===== src/rtl/wire_mult_engine_if.sv =====
// Purpose : host-facing wire/trigger bundle for the shift-add multiply engine.
// Latency : n/a (signal bundle only).
// Backpressure: none; wire-ins are levels, start/done_trig are single-cycle triggers.
// Ports   : op_a/op_b/op_mode/start driven by the host (master),
//           result_lo/result_hi/status/done_trig driven by the engine (slave).
interface wire_mult_engine_if #(
  parameter int WIDTH = 32
);
  logic [WIDTH-1:0] op_a;
  logic [WIDTH-1:0] op_b;
  logic [1:0]       op_mode;
  logic             start;
  logic [WIDTH-1:0] result_lo;
  logic [WIDTH-1:0] result_hi;
  logic [31:0]      status;
  logic             done_trig;

  modport master (
    output op_a, op_b, op_mode, start,
    input  result_lo, result_hi, status, done_trig
  );

  modport slave (
    input  op_a, op_b, op_mode, start,
    output result_lo, result_hi, status, done_trig
  );
endinterface


===== src/rtl/wire_mult_engine.sv =====
// Purpose : unsigned shift-add multiplier / multiply-accumulator behind wire-in/out endpoints.
// Latency : start at edge t -> done_trig in cycle t+WIDTH+1 (clear/reserved ops: cycle t+1).
// Backpressure: none; a start while busy is dropped and flagged in status.error.
// Ports   : okClk (clock), reset (sync, active-high), bus (slave modport):
//           op_a/op_b/op_mode/start in; result_lo/result_hi/status/done_trig out, all registered.
module wire_mult_engine #(
  parameter int WIDTH   = 32,
  parameter int ACC_SAT = 0
) (
  input  logic                okClk,
  input  logic                reset,
  wire_mult_engine_if.slave   bus
);

  localparam int CW = $clog2(WIDTH) + 1;
  localparam logic [CW-1:0] LAST_STEP = CW'(WIDTH - 1);

  localparam logic [1:0] MODE_MUL = 2'b00;
  localparam logic [1:0] MODE_MAC = 2'b01;
  localparam logic [1:0] MODE_CLR = 2'b10;

  typedef enum logic [1:0] {
    IDLE = 2'd0,
    RUN  = 2'd1,
    DONE = 2'd2
  } state_t;

  state_t             state_q, state_d;
  logic [1:0]         op_q, op_d;
  logic [2*WIDTH-1:0] mcand_q, mcand_d;   // op_a, shifted left one place per step
  logic [WIDTH-1:0]   mplier_q, mplier_d; // op_b, consumed LSB first
  logic [2*WIDTH-1:0] prod_q, prod_d;     // running partial product
  logic [CW-1:0]      step_q, step_d;
  logic [2*WIDTH-1:0] acc_q, acc_d;
  logic               ovf_q, ovf_d;
  logic               err_q, err_d;
  logic               done_q, done_d;
  logic [7:0]         opcnt_q, opcnt_d;
  logic               trig_q, trig_d;

  logic [2*WIDTH:0]   mac_sum;

  always_comb begin
    state_d  = state_q;
    op_d     = op_q;
    mcand_d  = mcand_q;
    mplier_d = mplier_q;
    prod_d   = prod_q;
    step_d   = step_q;
    acc_d    = acc_q;
    ovf_d    = ovf_q;
    err_d    = err_q;
    done_d   = done_q;
    opcnt_d  = opcnt_q;
    trig_d   = 1'b0;
    mac_sum  = {1'b0, acc_q} + {1'b0, prod_q};

    case (state_q)
      IDLE: begin
        if (bus.start) begin
          op_d   = bus.op_mode;
          done_d = 1'b0;
          // Clear and reserved ops take effect on this edge and then spend
          // one cycle in DONE so their trigger lands one cycle later.
          state_d = DONE;
          case (bus.op_mode)
            MODE_MUL, MODE_MAC: begin
              mcand_d  = {{WIDTH{1'b0}}, bus.op_a};
              mplier_d = bus.op_b;
              prod_d   = '0;
              step_d   = '0;
              state_d  = RUN;
            end
            MODE_CLR: begin
              acc_d = '0;
              ovf_d = 1'b0;
              err_d = 1'b0;
            end
            default: begin
              err_d = 1'b1;
            end
          endcase
        end
      end

      RUN: begin
        if (bus.start) begin
          err_d = 1'b1;
        end
        if (mplier_q[0]) begin
          prod_d = prod_q + mcand_q;
        end
        mcand_d  = mcand_q << 1;
        mplier_d = mplier_q >> 1;
        step_d   = step_q + 1'b1;
        if (step_q == LAST_STEP) begin
          state_d = DONE;
        end
      end

      DONE: begin
        if (bus.start) begin
          err_d = 1'b1;
        end
        state_d = IDLE;
        trig_d  = 1'b1;
        done_d  = 1'b1;
        case (op_q)
          MODE_MUL: begin
            acc_d   = prod_q;
            opcnt_d = opcnt_q + 8'd1;
          end
          MODE_MAC: begin
            opcnt_d = opcnt_q + 8'd1;
            if (mac_sum[2*WIDTH]) begin
              ovf_d = 1'b1;
              acc_d = (ACC_SAT != 0) ? {(2*WIDTH){1'b1}} : mac_sum[2*WIDTH-1:0];
            end else begin
              acc_d = mac_sum[2*WIDTH-1:0];
            end
          end
          MODE_CLR: begin
            opcnt_d = opcnt_q + 8'd1;
          end
          default: begin
            // reserved op: error already recorded, count unchanged
          end
        endcase
      end

      default: begin
        state_d = IDLE;
      end
    endcase
  end

  always_ff @(posedge okClk) begin
    if (reset) begin
      state_q  <= IDLE;
      op_q     <= '0;
      mcand_q  <= '0;
      mplier_q <= '0;
      prod_q   <= '0;
      step_q   <= '0;
      acc_q    <= '0;
      ovf_q    <= 1'b0;
      err_q    <= 1'b0;
      done_q   <= 1'b0;
      opcnt_q  <= '0;
      trig_q   <= 1'b0;
    end else begin
      state_q  <= state_d;
      op_q     <= op_d;
      mcand_q  <= mcand_d;
      mplier_q <= mplier_d;
      prod_q   <= prod_d;
      step_q   <= step_d;
      acc_q    <= acc_d;
      ovf_q    <= ovf_d;
      err_q    <= err_d;
      done_q   <= done_d;
      opcnt_q  <= opcnt_d;
      trig_q   <= trig_d;
    end
  end

  // Every output is a flop or a decode of the state flop only.
  assign bus.result_lo = acc_q[WIDTH-1:0];
  assign bus.result_hi = acc_q[2*WIDTH-1:WIDTH];
  assign bus.done_trig = trig_q;
  assign bus.status    = {16'h0000, opcnt_q, 4'h0, err_q, ovf_q, done_q, (state_q != IDLE)};

endmodule


===== src/flat_wrapper.sv =====
// flat-port wrapper written by rule: the top's interface ports become plain ports
module wire_mult_engine_flat 
#(
  parameter int WIDTH   = 32,
  parameter int ACC_SAT = 0
)
  (okClk, reset, bus_op_a, bus_op_b, bus_op_mode, bus_start, bus_result_lo, bus_result_hi, bus_status, bus_done_trig);
  wire_mult_engine_if #(.WIDTH(WIDTH)) bus_i ();
  input  logic okClk;
  input  logic reset;
  input wire logic [$bits(bus_i.op_a)-1:0] bus_op_a;
  input wire logic [$bits(bus_i.op_b)-1:0] bus_op_b;
  input wire logic [$bits(bus_i.op_mode)-1:0] bus_op_mode;
  input wire logic [$bits(bus_i.start)-1:0] bus_start;
  output wire logic [$bits(bus_i.result_lo)-1:0] bus_result_lo;
  output wire logic [$bits(bus_i.result_hi)-1:0] bus_result_hi;
  output wire logic [$bits(bus_i.status)-1:0] bus_status;
  output wire logic [$bits(bus_i.done_trig)-1:0] bus_done_trig;
  assign bus_i.op_a = bus_op_a;
  assign bus_i.op_b = bus_op_b;
  assign bus_i.op_mode = bus_op_mode;
  assign bus_i.start = bus_start;
  assign bus_result_lo = bus_i.result_lo;
  assign bus_result_hi = bus_i.result_hi;
  assign bus_status = bus_i.status;
  assign bus_done_trig = bus_i.done_trig;
  wire_mult_engine #(.WIDTH(WIDTH), .ACC_SAT(ACC_SAT)) u_core (.okClk(okClk), .reset(reset), .bus(bus_i));
endmodule

===== config.mk =====
export PLATFORM = sky130hd
export DESIGN_NAME = wire_mult_engine_flat
export DESIGN_NICKNAME = d
export VERILOG_FILES = /design/src/rtl/wire_mult_engine_if.sv /design/src/rtl/wire_mult_engine.sv /design/src/flat_wrapper.sv
export SDC_FILE = /design/constraint.sdc
export NUM_CORES = 1
export LEC_CHECK = 0
export BUFFER_PORTS_ARGS = -buffer_cell sky130_fd_sc_hd__buf_2
export CAP_MARGIN = 20
export CORE_MARGIN = 2
export CORE_UTILIZATION = 50
export DETAILED_ROUTE_END_ITERATION = 10
export PLACE_DENSITY = 0.73
export SLEW_MARGIN = 20
export SYNTH_ARGS = -nofsm -noshare
export SYNTH_HDL_FRONTEND = slang
export SYNTH_SLANG_ARGS = --single-unit

===== constraint.sdc =====
create_clock -name okClk -period 3.9 [get_ports okClk]
set_input_delay 0.585 -clock okClk [delete_from_list [all_inputs] [get_ports okClk]]
set_output_delay 0.585 -clock okClk [all_outputs]
set_load 0.01 [all_outputs]

# [Yosys cells after proc, flatten, opt, wreduce, memory -nomap -nowiden]
# Index checks and enable logic that the tools add are counted.
[classes] add_sub_neg=4 eq_ne=17 muxes=33 n_reduce_logical=19
[ops] op="64-bit one-hot mux with 2 select lines" n=4
[ops] op="64-bit 2-to-1 mux" n=7
[ops] op="64-bit by 64-bit adder with 65-bit output" n=1
[ops] op="64-bit adder" n=1
[ops] op="32-bit 2-to-1 mux" n=2
[ops] op="32-bit one-hot mux with 2 select lines" n=1
[ops] op="6-bit 2-to-1 mux" n=2
[ops] op="6-bit one-hot mux with 2 select lines" n=1
[ops] op="4-bit AND reduction" n=3
[ops] op="2-bit by 1-bit inequality test with 1-bit output (second input constant)" n=5
[ops] op="8-bit by 1-bit adder with 8-bit output (second input constant)" n=1
[ops] op="1-bit 2-to-1 mux" n=8
[ops] op="2-bit inequality test (second input constant)" n=4
[ops] op="1-bit one-hot mux with 2 select lines" n=4
[ops] op="2-bit AND reduction" n=4
[ops] op="2-bit nonzero test" n=4
[ops] op="6-bit by 1-bit adder with 6-bit output (second input constant)" n=1
[ops] op="2-bit by 1-bit equality test with 1-bit output (second input constant)" n=3
[ops] op="2-bit equality test (second input constant)" n=3
[ops] op="6-bit by 5-bit equality test with 1-bit output (second input constant)" n=1
[ops] op="2-bit logical NOT" n=3
[ops] op="2-bit 2-to-1 mux" n=3
[ops] op="5-bit AND reduction" n=1
[ops] op="2-bit one-hot mux with 2 select lines" n=1
[ops] op="other kinds (4)" n=5
[word_totals] register_bits=246 in_bits=69 out_inout_bits=97 wordCells=85

# [Logic depth before layout (Yosys ltp)]
# Gate-level depths: netlist (run 1).
[depth] word_depth=5 depth_mapped=13 mapped_depth_nobuf=13

# [Least setup slack after synthesis (run 1)]
# No wires, ideal clock.
[synth_path] kind="register to register" from="register u_core.acc_q[0]" to="register u_core.acc_q[58]" setup_time_ns=0.062 arrival_ns=3.069 required_ns=3.838 path_slack_ns=0.769 path_stages_with_launch=14 n_path_buf=0 period_less_slack_ns=3.131 path_cell_list="dfxtp_1 > ha_1 > inv_1 > fa_1 > nor2b_1 > o2111ai_2 > a2111oi_2 > or3b_1 > a2111oi_4 > o31ai_2 > a31o_2 > a21boi_1 > or4_1 > nand3_1"
[synth_via] elab_chain_cells=3
[synth_lines] element="start: declaration" line_no="wire_mult_engine.sv:34" text="logic [2*WIDTH-1:0] acc_q, acc_d;"
[synth_lines] element="start signal: assignment" line_no="wire_mult_engine.sv:145" text="acc_q <= '0;"
[synth_lines] element="start signal: assignment" line_no="wire_mult_engine.sv:158" text="acc_q <= acc_d;"
[synth_lines] element="64-bit by 64-bit adder with 65-bit output" line_no="wire_mult_engine.sv:56" text="mac_sum = {1'b0, acc_q} + {1'b0, prod_q};"
[synth_lines] element="64-bit one-hot mux with 2 select lines" line_no="wire_mult_engine.sv:108" text="case (op_q)"
[synth_lines] element="64-bit one-hot mux with 2 select lines" line_no="wire_mult_engine.sv:58" text="case (state_q)"
# No other way between the ends.
# A chain may end at the register's enable or synchronous reset.

# [Worst setup path in the final report (run 1)]
[layout_path] from="register u_core.prod_q[0]" to="register u_core.acc_q[58]"
[layout_via] elab_chain_cells=3
[layout_lines] element="start: declaration" line_no="wire_mult_engine.sv:32" text="logic [2*WIDTH-1:0] prod_q, prod_d;"
[layout_lines] element="start signal: assignment" line_no="wire_mult_engine.sv:156" text="prod_q <= prod_d;"
[layout_lines] element="64-bit by 64-bit adder with 65-bit output" line_no="wire_mult_engine.sv:56"
[layout_lines] element="64-bit one-hot mux with 2 select lines" line_no="wire_mult_engine.sv:108"
[layout_lines] element="64-bit one-hot mux with 2 select lines" line_no="wire_mult_engine.sv:58"
# No other way between the ends.

==> impl_metrics.json, run 1 <==
{
  "yosysTopAreaCellShare_pct": 28.6,
  "syn_to_final_growth_pct": 11.5,
  "io_buffers": 145,
  "path_clk_slew_ns": 0.07,
  "ant_nets": 0,
  "routed_via_density": 6.07,
  "critical_path_cell_count": 13,
  "path_max_fanout": 4,
  "fin_skew_ns": 0.0131,
  "finalHoldViolations": 0,
  "final.period_utilization_pct": 94.4,
  "grt_max_degree": 94,
  "drt_iter0_drc": 1535,
  "worst_ep_required_time_ns": 4.41,
  "clock_sinks": 246,
  "htree_levels": 1,
  "rr_startpoint": "u_core.prod_q[0]",
  "critPathBufInv": 1,
  "grtUsageTotal_pct": 27.8,
  "grt_first_pass_wirelength_mm": 81.7,
  "synth_area_leader_cell": "dfxtp_1",
  "synth.area.top_cells": "dfxtp_1 29%, ha_1 9.6%, a21oi_1 7.0%, nand2_1 5.3%, o21ai_0 4.4%",
  "gp_congestion": 0.954,
  "peakVddDrop_mv": 0.360,
  "synth_area_mm2": 0.0172,
  "drive_above_1_share_pct": 11.2,
  "gr-total-overflow": 0,
  "path_cells": "ha_1 > inv_1 > fa_1 > nor2b_1 > o2111ai_2 > a2111oi_2 > or3b_1 > a2111oi_4 > o31ai_2 > a31o_2 > a21boi_1 > or4_1 > nand3_1",
  "status": "finished, final reports clean",
  "num_rows": 67,
  "finalSetupViolations": 0,
  "cts_made_buffers": 29,
  "dpl.hpwl_mm": 38.6,
  "rsz0062_at_grt": "false",
  "synth_edf_count": 0,
  "antenna_found_initial": 5,
  "rrSetupSlack_ns": 0.22,
  "fmax_mhz": 272,
  "ys_top_cells_by_count": "246 x dfxtp_1, 244 x nand2_1, 242 x a21oi_1",
  "crit_path_end_kind": "register",
  "drc_errors": 0,
  "yosysSeqAreaShare_pct": 28.6,
  "ff2ff_path_depth": 13,
  "setup_tns_ns": 0,
  "crit_path_start_kind": "register",
  "cts_tree": "yes",
  "cts-root-buf": "clkbuf_16",
  "fin_area_mm2": 0.0192,
  "drt_wl_total_mm": 51.4,
  "synth.distinct_cells": 78,
  "yosysMostFrequentCell": "dfxtp_1",
  "avgSynthCellArea_um2": 7.70,
  "worstMarginPinSlew_ns": 1.03,
  "slowest_delay_ns": 0.51,
  "p_per_area_mw_per_mm2": 351,
  "place_area_mm2": 0.0181,
  "drv_cap": 0,
  "clock_latency_ns": 0.57,
  "holdCritPathClass": "primary input to register",
  "yosys_warnings": 0,
  "relSlewSlack_pct": 31.6,
  "reg2reg_to": "u_core.acc_q[58]",
  "start_util_pct": 51.1,
  "grt_pass1_vias": 15306,
  "syn_inst": 2237,
  "postCtsSetupRepairBufs": 0,
  "fin_crit_ns": 3.68,
  "async_flop_share_pct": 0,
  "drt-wirelength-per-cell_um": 18.6,
  "ctsHoldBuffers": 0,
  "num_io_pins": 166,
  "cts_buffer_depth": 3,
  "die_h_um": 190,
  "regArea_mm2": 0.00492,
  "critPathArrivalTime_ns": 4.19,
  "slowest_stage": "a2111oi_2",
  "crit_family": "compound AO/OA/AOI/OAI gates",
  "firstDrtPassIters": 5,
  "power.leakage_nw": 7.77,
  "cp-startpoint": "u_core.prod_q[0]",
  "ys_seq_elements": 246,
  "postCtsResizedCells": 0,
  "final_nets": 2498,
  "endpoint": "u_core.acc_q[58]",
  "die_area_mm2": 0.0360,
  "n_fill_cell": 3147,
  "multiInputGateArea_mm2": 0.0115,
  "yosys_most_used_dff": "dfxtp_1",
  "dr_total_vias": 16811,
  "critPathKind": "register to register",
  "die_width_um": 190,
  "final_max_slew_viol_count": 0,
  "core_area_mm2": 0.0337
}
## through the flow
stage	utilization [%]	hold slack (ns)	std cells	total power, mW	setup slack (ns)
2_1_floorplan	-	0.449	2256	3.47	0.769
3_3_place_gp	53.8	0.457	2711	3.74	0.337
3_5_place_dp	53.8	0.468	2711	3.77	0.286
4_1_cts	56.9	0.248	2765	6.76	0.246
5_1_grt	57.0	0.281	2767	6.98	0.00947
6_report	57.0	0.257	2769	6.74	0.219
## worst min path at each step
stage	start	endpoint	slack, ns	cells after the start
after floorplan	u_core.mcand_q[32]	u_core.mcand_q[32]	0.45	2
after global placement	u_core.acc_q[0]	u_core.acc_q[0]	0.46	2
after detailed placement	u_core.mcand_q[61]	u_core.mcand_q[61]	0.47	2
after CTS	bus_op_b[31]	u_core.mplier_q[31]	0.25	3
after global routing	bus_op_b[31]	u_core.mplier_q[31]	0.28	3
final	bus_op_b[31]	u_core.mplier_q[31]	0.26	3
## report_power, final
group | leakage [nW] | switching (mW) | internal [mW]
Sequential | 1.99 | 0.0921 | 2.62
Clock | 0.505 | 1.21 | 1.80
Combinational | 5.27 | 0.690 | 0.328
Total | 7.77 | 1.99 | 4.75
## cells by family after synthesis
group	after synthesis	synth area share, %
adder cells (fa/ha/maj)	134	9.82
AO/OA/AOI/OAI	759	27.9
buffers and inverters	209	5.11
XOR/XNOR	120	6.10
other	1	0.0218
flip-flops	246	28.6
AND/OR/NAND/NOR	699	18.4
multiplexers	69	4.02
## metal layers
layer	track usage (%)	wire length, um	up-vias
met1	40.8	24200	7824
met4	6.35	1060	4
li1	-	-	8274
met3	5.31	4830	71
met5	0	24	-
met2	41.8	21200	638
## cell usage in the layout (no fill, tap or decap), types with 5 or more instances in the layout
cell / netlist / final
dfxtp_1: 246 / 246
a211oi_1: 77 / 77
nor2b_1: 15 / 14
a21boi_0: 7 / 7
nor3_1: 23 / 23
bufinv_16: 0 / 6
buf_2: 7 / 144
nand3_1: 79 / 79
clkinvlp_4: 0 / 5
buf_4: 23 / 29
xor2_1: 44 / 44
clkbuf_16: 0 / 29
o221ai_1: 5 / 5
nor4_1: 8 / 8
o21ai_0: 151 / 151
a21o_1: 56 / 56
ha_1: 132 / 131
inv_6: 0 / 6
mux2i_1: 68 / 67
nor2_1: 198 / 198
nand2b_1: 17 / 16
a21oi_1: 242 / 240
conb_1: 1 / 20
nand4_1: 55 / 55
a211o_1: 6 / 6
o211ai_1: 10 / 10
o22ai_1: 19 / 19
or3_1: 5 / 5
o21bai_1: 36 / 36
nand2_1: 244 / 244
and2_1: 6 / 6
a31oi_1: 25 / 25
xnor2_1: 76 / 76
inv_1: 42 / 42
a22oi_1: 54 / 54
o21a_1: 15 / 15
and3_1: 31 / 31
## worst min-delay path, stage by stage
cell	delay [ns]
buf_2	0.07
a22oi_1	0.05
nor2_1	0.07
## registers in the layout (all words and copies together) (netlist names), 2 cells and up
name,count
u_core.mplier_q,32
u_core.op_q,2
u_core.opcnt_q,8
u_core.prod_q,64
u_core.step_q,6
u_core.mcand_q,64
u_core.acc_q,64
u_core.state_q,2
## layout make-up
type | instances | area share, %
Inverter | 42 | 0.821
Tap cell | 448 | 2.92
Antenna cell | 3 | 0.0391
Multi-Input combinational cell | 1801 | 60.1
Timing Repair Buffer | 175 | 5.02
Sequential cell | 246 | 25.6
Clock inverter | 24 | 1.65
Clock buffer | 30 | 3.85
No activity file was read; power rests on OpenSTA's default activity.
==> run 2: changes to the inputs <==
--- a/config.mk
+++ b/config.mk
@@ -7,10 +7,12 @@
 export LEC_CHECK = 0
 export BUFFER_PORTS_ARGS = -buffer_cell sky130_fd_sc_hd__buf_2
 export CAP_MARGIN = 20
+export CELL_PAD_IN_SITES_DETAIL_PLACEMENT = 0
+export CELL_PAD_IN_SITES_GLOBAL_PLACEMENT = 1
 export CORE_MARGIN = 2
-export CORE_UTILIZATION = 50
+export CORE_UTILIZATION = 45
 export DETAILED_ROUTE_END_ITERATION = 10
-export PLACE_DENSITY = 0.73
+export PLACE_DENSITY = 0.85
 export SLEW_MARGIN = 20
 export SYNTH_ARGS = -nofsm -noshare
 export SYNTH_HDL_FRONTEND = slang
==> impl_metrics.json, run 2 (synthesis results as in run 1) <==
{
  "status": "finished, final reports clean",
  "final_common_cell": "dfxtp_1",
  "firstDrtPassIters": 5,
  "ant_nets": 0,
  "die_area_mm2": 0.0399,
  "die_h_um": 200,
  "antenna_found_initial": 3,
  "p_clk_share_pct": 41.4,
  "htree_levels": 1,
  "num_io_pins": 166,
  "dr_total_vias": 16740,
  "p_int_mw": 4.50,
  "finalSetupViolations": 0,
  "finalHoldViolations": 0,
  "grt_pass1_vias": 15475,
  "crit_path_end_kind": "register",
  "fin_crit_ns": 3.62,
  "drt_iter0_drc": 1374,
  "final_max_slew_viol_count": 0,
  "start_util_pct": 45.7,
  "rr_startpoint": "u_core.prod_q[17]",
  "core_area_mm2": 0.0377,
  "fmax_mhz": 276,
  "top_regs": "u_core.acc_q x64, u_core.mcand_q x64, u_core.prod_q x64",
  "pre_cts_slack_ns": 0.342,
  "multiInputGateArea_mm2": 0.0115,
  "grt_first_pass_wirelength_mm": 83.3,
  "fin_skew_ns": 0.0271,
  "power.leakage_nw": 7.76,
  "num_rows": 71,
  "setup_tns_ns": 0,
  "syn_to_final_growth_pct": 11.6,
  "postCtsSetupRepairBufs": 0,
  "relSlewSlack_pct": 25.1,
  "hold_path_depth": 3,
  "cp-startpoint": "u_core.prod_q[17]",
  "final_nets": 2507,
  "regArea_mm2": 0.00492,
  "cts-root-buf": "clkbuf_16",
  "n_fill_cell": 3702,
  "io_buffers": 145,
  "postLayoutCoreUtil_pct": 51.0,
  "crit_path_start_kind": "register",
  "switching_share_pct": 29.6,
  "holdCritPathClass": "primary input to register",
  "drive_above_1_share_pct": 11.1,
  "layout_setup_ws_ns": 0.278,
  "gp_congestion": 0.934,
  "die_width_um": 200,
  "seq_power_share_pct": 42.6,
  "grt_max_degree": 89,
  "layout_common_cells": "246 x dfxtp_1, 244 x nand2_1, 240 x a21oi_1",
  "min_from": "bus_op_b[31]",
  "worstMarginPinSlew_ns": 1.12,
  "clock_sinks": 246,
  "final.period_utilization_pct": 92.9,
  "cts_made_buffers": 30,
  "drv_cap": 0,
  "clock_latency_ns": 0.58,
  "drc_errors": 0,
  "routed_via_density": 5.91,
  "path_clk_slew_ns": 0.06,
  "cts_tree": "yes",
  "drt_wl_total_mm": 52.8,
  "critPathArrivalTime_ns": 4.09,
  "dpl.hpwl_mm": 39.9,
  "worst_ep_required_time_ns": 4.37,
  "p_per_area_mw_per_mm2": 333,
  "comb_power_share_pct": 16.1,
  "rsz0062_at_grt": "false",
  "p_switching_mw": 1.89,
  "path_max_fanout": 5,
  "drt-wirelength-per-cell_um": 18.6,
  "peakVddDrop_mv": 0.304,
  "gr-total-overflow": 0,
  "cts_buffer_depth": 3,
  "grtUsageTotal_pct": 26.1,
  "ff2ff_path_depth": 11,
  "critPathKind": "register to register"
}
==> run 2: cell types whose count changed in the layout (fill, tap and decap cells not counted), sizes merged, moves of 2 or more <==
| cell | change |
|---|---|
| clkinv | -2 |
| buf | +8 |
| bufinv | -6 |
| clkbuf | +13 |
| inv | -6 |
| clkinvlp | -4 |
==> run 2: critical path: stages, from the launching register on <==
cell and delay, ns:
dfxtp_1 0.38, ha_1 0.41, nand2_1 0.13, or4_4 0.51, nor2_1 0.16, nand4_1 0.24
a211oi_2 0.43, o21ai_2 0.15, a2111oi_4 0.53, a21boi_0 0.21, xor2_1 0.18, o21ai_0 0.16
==> run 2: repair_timing <==
action / in CTS / in global routing
hold buffers: 0 / 0
resized for setup: 0 / 1
endpoints found under the setup margin: 0 / 1
==> run 2: final timing paths <==
path | endpoint | slack, ns
max reg2reg | u_core.acc_q[57] | 0.28
min reg2reg | u_core.mcand_q[59] | 0.48
max | u_core.acc_q[57] | 0.28
min | u_core.mplier_q[31] | 0.25
==> run 2: per-layer routing <==
metal  global-route usage (%)  vias to the layer above  routed length, um
li1                         -                     8286                  -
met1                     39.0                     7796              25800
met2                     39.2                      591              21900
met3                     4.20                       63               4240
met4                     5.24                        4                845
met5                        0                        -                 24
==> run 2: cell type report <==
class                   instances  area share [%]
multi-input cells            1801            60.0
diodes                          2          0.0260
clock inverters                 6           0.169
flip-flops and latches        246            25.6
clock buffers                  43            4.58
repair buffers                183            5.40
inverters                      42           0.820
well taps                     511            3.33
==> run 2: metrics by stage <==
stage | cells | hold WS [ns] | area [um^2] | total power [mW]
6_report | 2834 | 0.249 | 19200 | 6.39
5_1_grt | 2832 | 0.272 | 19200 | 6.65
4_1_cts | 2831 | 0.234 | 19200 | 6.43
3_5_place_dp | 2782 | 0.472 | 18300 | 3.78
3_3_place_gp | 2782 | 0.457 | 18300 | 3.76
2_1_floorplan | 2256 | 0.449 | 17300 | 3.47
==> run 2: power by group through the flow <==
stage,combinational [mW],clock (mW),sequential [mW]
2_1_floorplan,0.731,0,2.74
3_3_place_gp,0.997,0,2.77
3_5_place_dp,1.01,0,2.77
4_1_cts,1.01,2.70,2.72
5_1_grt,1.13,2.79,2.73
6_report,1.03,2.64,2.72
==> run 3: changes to the inputs <==
--- a/config.mk
+++ b/config.mk
@@ -5,14 +5,15 @@
 export SDC_FILE = /design/constraint.sdc
 export NUM_CORES = 1
 export LEC_CHECK = 0
+export ABC_AREA = 1
 export BUFFER_PORTS_ARGS = -buffer_cell sky130_fd_sc_hd__buf_2
 export CAP_MARGIN = 20
 export CELL_PAD_IN_SITES_DETAIL_PLACEMENT = 0
 export CELL_PAD_IN_SITES_GLOBAL_PLACEMENT = 1
 export CORE_MARGIN = 2
-export CORE_UTILIZATION = 45
+export CORE_UTILIZATION = 42
 export DETAILED_ROUTE_END_ITERATION = 10
-export PLACE_DENSITY = 0.85
+export PLACE_DENSITY = 0.86
 export SLEW_MARGIN = 20
 export SYNTH_ARGS = -nofsm -noshare
 export SYNTH_HDL_FRONTEND = slang
==> impl_metrics.json, run 3 <==
{
  "synth.area.top_cells": "nand2_1 24%, dfxtp_1 23%, inv_1 10%, ha_1 7.8%, nor2_1 7.4%",
  "fin_crit_ns": 2.86,
  "num_rows": 82,
  "synth_area_mm2": 0.0211,
  "start_util_pct": 42.3,
  "ff2ff_path_depth": 11,
  "reg2reg_to": "u_core.prod_q[51]",
  "grt_max_degree": 155,
  "regArea_mm2": 0.00492,
  "fmax_mhz": 350,
  "grtUsageTotal_pct": 27.9,
  "top_regs": "u_core.acc_q x64, u_core.mcand_q x64, u_core.prod_q x64",
  "gr-total-overflow": 0,
  "grt_first_pass_wirelength_mm": 116,
  "layout_common_cells": "1,361 x nand2_1, 579 x inv_1, 417 x nor2_1",
  "totalPowerFinal_mw": 9.23,
  "finalHoldViolations": 0,
  "yosys_most_used_dff": "dfxtp_1",
  "ys_top_cells_by_count": "1,362 x nand2_1, 579 x inv_1, 417 x nor2_1",
  "hold_end": "u_core.mcand_q[13]",
  "relSlewSlack_pct": 28.0,
  "drv_cap": 0,
  "drive_above_1_share_pct": 6.52,
  "critPathKind": "register to register",
  "async_flop_share_pct": 0,
  "antennaDiodeCount": 0,
  "rr_startpoint": "u_core.state_q[1]",
  "syn_to_final_growth_pct": 10.4,
  "gp_congestion": 0.971,
  "ctsHoldBuffers": 0,
  "finalSetupViolations": 0,
  "path_max_fanout": 24,
  "yosysMostFrequentCell": "nand2_1",
  "grt_use_met1_pct": 38.4,
  "die_h_um": 228,
  "postCtsSetupRepairBufs": 0,
  "final.period_utilization_pct": 73.2,
  "multiInputGateArea_mm2": 0.0134,
  "hold_path_depth": 3,
  "routed_via_density": 5.08,
  "postLayoutCoreUtil_pct": 46.7,
  "fin_skew_ns": 0.0334,
  "cts-root-buf": "clkbuf_16",
  "dr_total_vias": 23131,
  "yosys_warnings": 0,
  "final_common_cell": "nand2_1",
  "drt_iter0_drc": 1746,
  "synth.distinct_cells": 43,
  "worst_ep_required_time_ns": 4.41,
  "postCtsResizedCells": 0,
  "cts_buffer_depth": 3,
  "drt_wl_total_mm": 74.7,
  "met2_usage_pct": 45.8,
  "yosysTopAreaCellShare_pct": 24.3,
  "setup_tns_ns": 0,
  "crit_path_end_kind": "register",
  "rsz0062_at_grt": "false",
  "cts_tree": "yes",
  "path_clk_slew_ns": 0.06,
  "die_width_um": 228,
  "drc_errors": 0,
  "syn_inst": 3766,
  "holdCritPathClass": "primary input to register",
  "grt_pass1_vias": 21471,
  "power.leakage_nw": 12.0,
  "dpl.hpwl_mm": 59.7,
  "peakVddDrop_mv": 0.343,
  "synth_area_leader_cell": "nand2_1",
  "cts_made_buffers": 31,
  "min_from": "bus_op_a[13]",
  "antenna_found_initial": 1,
  "rrSetupSlack_ns": 1.04,
  "avgSynthCellArea_um2": 5.59,
  "synth_edf_count": 0,
  "p_per_area_mw_per_mm2": 397,
  "final_nets": 4060,
  "ys_seq_elements": 246,
  "core_area_mm2": 0.0499,
  "grtUsageMet3_pct": 2.53,
  "n_fill_cell": 5697,
  "clock_latency_ns": 0.62,
  "yosysSeqAreaShare_pct": 23.4,
  "clock_sinks": 246,
  "top_usage_layer": "met2",
  "io_buffers": 145,
  "crit_path_start_kind": "register",
  "place_area_mm2": 0.0223,
  "die_area_mm2": 0.0520,
  "ant_nets": 0,
  "worstMarginPinSlew_ns": 1.08,
  "critPathArrivalTime_ns": 3.37,
  "fin_area_mm2": 0.0233,
  "firstDrtPassIters": 6,
  "final_max_slew_viol_count": 0,
  "drt-wirelength-per-cell_um": 16.4,
  "hold_ws_ns": 0.233,
  "status": "finished, final reports clean",
  "num_io_pins": 166,
  "htree_levels": 1
}
run 3: changes by cell type in the layout (fill, tap and decap cells not counted), moves of 25 or more:
cell | before | now
xnor2_1 | 76 | 7
a22oi_1 | 54 | 0
nor2_1 | 198 | 417
nand3_1 | 79 | 187
a211oi_1 | 77 | 3
nand4_1 | 55 | 23
mux2i_1 | 67 | 0
a21oi_1 | 240 | 298
nand2_1 | 244 | 1361
a31oi_1 | 25 | 50
a21o_1 | 56 | 4
and3_1 | 31 | 0
inv_1 | 42 | 579
run 3: worst max path at each step:
stage,from,end,slack [ns]
finish,u_core.state_q[1],u_core.prod_q[51],1.04
global placement,u_core.state_q[1],u_core.prod_q[53],1.18
floorplan,u_core.acc_q[0],u_core.acc_q[44],1.78
global route,u_core.state_q[0],u_core.prod_q[53],0.84
detailed placement,u_core.state_q[1],u_core.prod_q[51],1.11
CTS,u_core.state_q[1],u_core.prod_q[51],1.08
run 3: routing by layer:
layer  wire [um]  vias up  part of all wire [%]
met3        4320      126                   5.8
met4        2650        0                   3.5
met2       32900      629                    44
met5           0        -                     0
li1            -    11993                     -
met1       34800    10383                    47
run 3: power by group:
group | internal [mW] | total [mW] | switching (mW)
combinational | 0.936 | 3.01 | 2.07
sequential | 2.94 | 3.35 | 0.402
clock | 1.66 | 2.88 | 1.22
run 3: cell type report:
cell class / count / share of cell area [%]
Clock buffer: 45 / 3.69
Inverter: 588 / 9.50
Tap cell: 672 / 3.61
Timing Repair Buffer: 164 / 3.90
Sequential cell: 246 / 21.2
Clock inverter: 12 / 0.591
Multi-Input combinational cell: 2826 / 57.5
run 3: cells by family after synthesis:
logic type,after synthesis,share of synthesized area (%)
AOI/OAI and AO/OA,569,14.6
other,1,0.0178
DFF,246,23.4
and+or+nand+nor,2069,39.0
adders and majority gates,134,8.03
buffers and inverters,713,13.5
xor gates and xnor gates,34,1.41
run 3: critical path: stages, from the launching register on:
cell and delay [ns]:
dfxtp_1 0.32, inv_1 0.11, ha_1 0.28, nand2_2 0.13, nor2_2 0.19, a21oi_4 0.06, inv_4 0.19, nand3_1 0.31
inv_2 0.52, buf_4 0.36, nand3_1 0.11, a21oi_1 0.14
run 3: metrics by stage:
stage | std cells | worst slack, ns
after floorplan | 3785 | 1.78
after global placement | 4496 | 1.18
after detailed placement | 4496 | 1.11
after CTS | 4553 | 1.08
after global routing | 4553 | 0.838
final | 4553 | 1.04
